==> src/rtl/wave_gen.sv <==
// rtl/wave_gen.sv - single-voice square/saw/triangle generator feeding spiDac
// Optional amplitude scaling is built when WAVE_GEN_AMP_EN is defined.
module wave_gen #(
  parameter int SAMPLE_DIV = 250
) (
  input  logic        clk,
  input  logic        rst,
  input  logic [15:0] mcu_word,
  input  logic        mcu_done,
  output logic [7:0]  dac_data,
  output logic        dac_start,
  output logic        cmd_strobe
);
  localparam logic [15:0] DIV_LAST = 16'(SAMPLE_DIV - 1);

  logic        done_s1, done_s2, done_d;
  logic [15:0] cmd_reg;
  logic [3:0]  opcode;
  logic [11:0] data;
  logic [11:0] inc;
  logic [1:0]  wave;
  logic [15:0] phase;
  logic [15:0] div_cnt;
  logic        tick, s1_go, s2_go;
  logic [7:0]  p, raw_sample, sample;

  assign opcode = cmd_reg[15:12];
  assign data   = cmd_reg[11:0];
  assign tick   = (div_cnt == DIV_LAST);
  assign p      = phase[15:8];

  // Flops reset high so the idle link never looks like a fresh rising edge.
  always_ff @(posedge clk or posedge rst) begin
    if (rst) begin
      done_s1    <= 1'b1;
      done_s2    <= 1'b1;
      done_d     <= 1'b1;
      cmd_reg    <= 16'h0000;
      cmd_strobe <= 1'b0;
    end else begin
      done_s1    <= mcu_done;
      done_s2    <= done_s1;
      done_d     <= done_s2;
      cmd_strobe <= done_s2 & ~done_d;
      if (done_s2 & ~done_d)
        cmd_reg <= mcu_word;
    end
  end

  always_comb begin
    raw_sample = 8'h80;
    case (wave)
      2'd0: raw_sample = p[7] ? 8'hFF : 8'h00;
      2'd1: raw_sample = p;
      2'd2: raw_sample = p[7] ? ~{p[6:0], 1'b0} : {p[6:0], 1'b0};
      default: raw_sample = 8'h80;
    endcase
  end

`ifdef WAVE_GEN_AMP_EN
  logic [7:0] amp;
  logic [7:0] scaled;

  assign scaled = 8'((17'(raw_sample) * (17'(amp) + 17'd1)) >> 8);
  assign sample = (wave == 2'd3) ? 8'h80 : scaled;

  always_ff @(posedge clk or posedge rst) begin
    if (rst)
      amp <= 8'hFF;
    else if (cmd_strobe && opcode == 4'h3)
      amp <= data[7:0];
  end
`else
  assign sample = raw_sample;
`endif

  always_ff @(posedge clk or posedge rst) begin
    if (rst) begin
      inc       <= 12'h000;
      wave      <= 2'd3;
      phase     <= 16'h0000;
      div_cnt   <= 16'h0000;
      s1_go     <= 1'b0;
      s2_go     <= 1'b0;
      dac_data  <= 8'h80;
      dac_start <= 1'b0;
    end else begin
      div_cnt <= tick ? 16'h0000 : div_cnt + 16'h0001;
      s1_go   <= tick;
      s2_go   <= s1_go;

      if (cmd_strobe && opcode == 4'h1)
        inc <= data;
      if (cmd_strobe && opcode == 4'h2)
        wave <= data[1:0];

      // A phase reset landing on the stage-1 edge wins and drops that increment.
      if (cmd_strobe && opcode == 4'h4)
        phase <= 16'h0000;
      else if (s1_go)
        phase <= phase + {4'h0, inc};

      dac_start <= s2_go;
      if (s2_go)
        dac_data <= sample;
    end
  end

endmodule
==> config.mk <==
export PLATFORM = sky130hd
export DESIGN_NAME = wave_gen
export DESIGN_NICKNAME = d
export VERILOG_FILES = /design/src/rtl/wave_gen.sv
export SDC_FILE = /design/constraint.sdc
export NUM_CORES = 1
export LEC_CHECK = 0
export CORE_ASPECT_RATIO = 1.75
export CORE_UTILIZATION = 53
export DETAILED_ROUTE_END_ITERATION = 10
export HOLD_SLACK_MARGIN = 0.15
export PLACE_DENSITY = 0.84
export SYNTH_ARGS = -nofsm -noshare
export SYNTH_HDL_FRONTEND = slang
export SYNTH_SLANG_ARGS = --single-unit
==> constraint.sdc <==
create_clock -name clk -period 2.5 [get_ports clk]
set_input_delay 0.5 -clock clk [delete_from_list [all_inputs] [get_ports clk]]
set_output_delay 0.5 -clock clk [all_outputs]
set_load 0.01 [all_outputs]
==> metrics.json, run 1 <==
{
  "floorplan": {
    "die-area_sq_um": 7550,
    "floorplan.io_pins": 29,
    "floorplan.rows": 40,
    "design.core.area_sq_um": 6910,
    "die-height_um": 114,
    "die-width_um": 66.1,
    "starting_density_of_the_core": 0.552
  },
  "power_and_ir_drop": {
    "cellPowerDensity_nw_per_um2": 734,
    "pwr-share-comb": 0.136,
    "static-leakage-power_uw": 0.00198,
    "power_frac_seq": 0.463,
    "report.power.total_uw": 3290,
    "power.ir.vdd_worst_mv": 0.623,
    "clock_power_share": 0.401,
    "sw_frac_of_total": 0.266,
    "net_switching_power_of_the_design_uw": 873,
    "internal_power_uw": 2410
  },
  "run_status": {
    "run_status": "completed"
  },
  "timing": {
    "tns_ns": 0,
    "final_critical_path_share_of_the_clock_period": 0.917,
    "max-slew-margin-rel": 0.657,
    "actual_transition_at_the_worst_max_transition_pin_ns": 0.514,
    "fin_crit_ns": 2.29,
    "skew_ns": 0.0107,
    "max_freq_mhz": 436,
    "final_hold_viol_count": 0,
    "finalSetupViolCount": 0,
    "grt_setup_unrepaired": "false",
    "whs_ns": 0.360,
    "slew_violations": 0
  },
  "cts": {
    "clock_sinks": 77,
    "clock_tree.buffer_depth": 2,
    "cts-buffers-inserted": 9,
    "worst_skew_pair_later_pin_latency_ns": 0.34,
    "cts_max_level": 3,
    "ctsRootBufferMaster": "clkbuf_16",
    "cts_resized": 0,
    "holdBufCountCts": 0,
    "clkSlewWorstSetupHoldPaths_ns": 0.06,
    "tritoncts": "yes"
  },
  "critical_path": {
    "critical_path_arrival_ns": 2.56,
    "critPathCaptureType": "flip-flop",
    "cp.required_ns": 2.77,
    "crit_end": "phase[12]",
    "rr_startpoint": "phase[0]",
    "peak_fanout_along_the_critical_path": 4,
    "critical_path_class": "reg -> reg",
    "critical_path.startpoint": "phase[0]",
    "setup.worst_path.start_class": "flip-flop",
    "r2r_end": "phase[12]",
    "flop2flop_setup_slack_ns": 0.21,
    "ff2ff_path_depth": 9
  },
  "synth": {
    "syn_inst": 353,
    "synth-simple-area-share": 0.144,
    "synthesis.yosys.warnings": 0,
    "unique_masters_post_synth": 55,
    "synth_mux_area_frac": 0.113,
    "async_set_reset_flop_share_out_of_synthesis": 1.00,
    "synth-seq-cells": 77,
    "synth-edff-count": 0,
    "synthFlopType": "dfrtp_1",
    "avg_cell_area_syn_sq_um": 10.8,
    "post_synthesis_xor_xnor_area_fraction": 0.0551,
    "share_of_the_yosys_chip_area_belonging_to_registers": 0.507,
    "synth_fp_nets": 387,
    "synth_top_family_by_area": "simple AND/OR/NAND/NOR gates",
    "synth-adder-area-share": 0.0512,
    "synth_compound_gate_area_share": 0.0981,
    "synthesis.area_sq_um": 3810
  },
  "global_routing": {
    "grt_first_pass_wirelength_um": 12100,
    "global_route.usage.total": 0.217,
    "grt-ovfl-total": 0,
    "grt_max_degree": 43,
    "antenna_found_initial": 0,
    "first_global_vias": 2668
  },
  "cells_and_area": {
    "stdcell_count": 471,
    "fin_util": 0.648,
    "drive_above_1_share": 0.0956,
    "design.final.nets": 416,
    "antennaDiodeCount": 0,
    "area_growth_syn_to_layout_pct": 17.3
  },
  "detailed_routing": {
    "num_vias": 2673,
    "routed_wirelength_um": 7200,
    "avgViaCountPerCell": 5.68,
    "drcViolationCount": 0,
    "dr.pass1.iters": 4,
    "drt_iter0_drc": 217,
    "ant_nets": 0,
    "route.detailed.wl_per_inst_um": 15.3
  },
  "hold_path": {
    "worst_hold_path_type": "reg -> reg"
  },
  "placed_design": {
    "post-dp-hpwl_um": 5350,
    "io_buffer_count": 28,
    "place.detailed.instances": 455,
    "globalplace.congestion": 0.941
  },
  "job": {
    "cap_violations": 0
  }
}
repair_timing:
| action | in CTS | in global routing |
|---|---|---|
| setup buffers | 0 | 0 |
| endpoints found under the setup margin | 0 | 2 |
| hold endpoints to repair | 0 | 0 |
logic make-up (layout without fill, tap and decap cells):
group / after synthesis / count (layout)
adder cells (fa/ha/maj): 15 / 15
AO/OA/AOI/OAI: 56 / 56
flip-flops: 77 / 77
AND/OR/NAND/NOR: 117 / 117
multiplexers: 39 / 39
XOR/XNOR: 24 / 24
buffers and inverters: 25 / 59
cell usage after synthesis (5+ instances only):
| cell | instances | share of area |
|---|---|---|
| a21oi_1 | 20 | 0.026 |
| clkbuf_1 | 8 | 0.0079 |
| dfrtp_1 | 71 | 0.47 |
| dfstp_2 | 6 | 0.041 |
| ha_1 | 14 | 0.046 |
| inv_1 | 8 | 0.0079 |
| mux2_1 | 31 | 0.092 |
| mux2i_1 | 8 | 0.021 |
| nand2_1 | 34 | 0.033 |
| nand3_1 | 13 | 0.017 |
| nor2_1 | 37 | 0.036 |
| nor3_1 | 5 | 0.0066 |
| o21ai_1 | 6 | 0.0079 |
| xnor2_1 | 16 | 0.037 |
| xor2_1 | 8 | 0.018 |
power by group through the flow:
stage | clock [uW] | combinational (uW) | sequential (uW)
global route | 1400 | 506 | 1540
floorplan | 0 | 390 | 1470
detailed placement | 0 | 446 | 1550
global placement | 0 | 423 | 1540
finish | 1320 | 447 | 1520
CTS | 1340 | 452 | 1530
worst max-delay path, cell delays in order (launching register included):
cell       delay, ns
dfrtp_1         0.35
ha_1            0.19
inv_1           0.06
fa_1            0.37
nor2b_1         0.23
o2111ai_1       0.15
a31oi_2         0.24
a211oi_2        0.13
or4_1           0.41
nand2_1         0.09
placed cells by master, fill, tap and decap left out, drive strengths merged, types with 2 or more instances in the layout:
cell | synthesis | final
a211oi | 2 | 2
a21o | 4 | 4
a21oi | 21 | 21
a31oi | 4 | 4
and2 | 2 | 2
and3 | 4 | 4
buf | 7 | 5
clkbuf | 8 | 10
clkdlybuf4s50 | 0 | 28
clkinvlp | 0 | 3
dfrtp | 71 | 71
dfstp | 6 | 6
ha | 14 | 14
inv | 10 | 11
mux2 | 31 | 31
mux2i | 8 | 8
nand2 | 34 | 34
nand2b | 2 | 2
nand3 | 13 | 13
nand3b | 2 | 2
nand4 | 3 | 3
nor2 | 37 | 37
nor2b | 5 | 5
nor3 | 5 | 5
nor4 | 2 | 2
nor4b | 2 | 2
o211ai | 2 | 2
o21a | 4 | 4
o21ai | 7 | 7
o21bai | 3 | 3
o221ai | 2 | 2
or3 | 3 | 3
xnor2 | 16 | 16
xor2 | 8 | 8
metrics by stage:
| stage | cell area (sq um) | worst slack (ns) |
|---|---|---|
| 2_1_floorplan | 3810 | 0.0433 |
| 4_1_cts | 4470 | 0.156 |
| 5_1_grt | 4470 | 0.0388 |
| 3_5_place_dp | 4170 | 0.172 |
| 3_3_place_gp | 4170 | 0.247 |
| 6_report | 4470 | 0.208 |
layer usage:
layer  global-route usage  wire length [um]  part of all wire
met4                0.113               167             0.023
met3               0.0687               213             0.030
met2                0.381              4070              0.56
met5                    0                 0                 0
met1                0.222              2750              0.38
area by class of cell:
cell class / instances / area (sq um)
Multi-Input combinational cell: 251 / 1760
Sequential cell: 77 / 1930
Clock inverter: 6 / 70.1
Clock buffer: 10 / 239
Inverter: 10 / 37.5
Fill cell: 539 / 2430
Tap cell: 84 / 105
Timing Repair Buffer: 33 / 330
worst min path at each step:
| stage | start | to | depth (start not counted) |
|---|---|---|---|
| floorplan | done_s1 | done_s2 | 0 |
| global placement | done_s1 | done_s2 | 0 |
| finish | done_s1 | done_s2 | 0 |
| detailed placement | done_s1 | done_s2 | 0 |
| global route | done_s1 | done_s2 | 0 |
| CTS | done_s1 | done_s2 | 0 |
No activity file was read; power rests on OpenSTA's default activity.
==> inputs of run 2 (changes only) <==
--- a/config.mk
+++ b/config.mk
@@ -10,6 +10,7 @@
 export DETAILED_ROUTE_END_ITERATION = 10
 export HOLD_SLACK_MARGIN = 0.15
 export PLACE_DENSITY = 0.84
+export SKIP_LAST_GASP = 1
 export SYNTH_ARGS = -nofsm -noshare
 export SYNTH_HDL_FRONTEND = slang
 export SYNTH_SLANG_ARGS = --single-unit
==> results of run 2 <==
The final DEF is identical to that of run 1; final timing and power are the same.
==> inputs of run 3 (changes only) <==
--- a/config.mk
+++ b/config.mk
@@ -8,7 +8,7 @@
 export CORE_ASPECT_RATIO = 1.75
 export CORE_UTILIZATION = 53
 export DETAILED_ROUTE_END_ITERATION = 10
-export HOLD_SLACK_MARGIN = 0.15
+export HOLD_SLACK_MARGIN = 0.05
 export PLACE_DENSITY = 0.84
 export SKIP_LAST_GASP = 1
 export SYNTH_ARGS = -nofsm -noshare
==> results of run 3 <==
The final DEF is identical to that of run 1; final timing and power are the same.
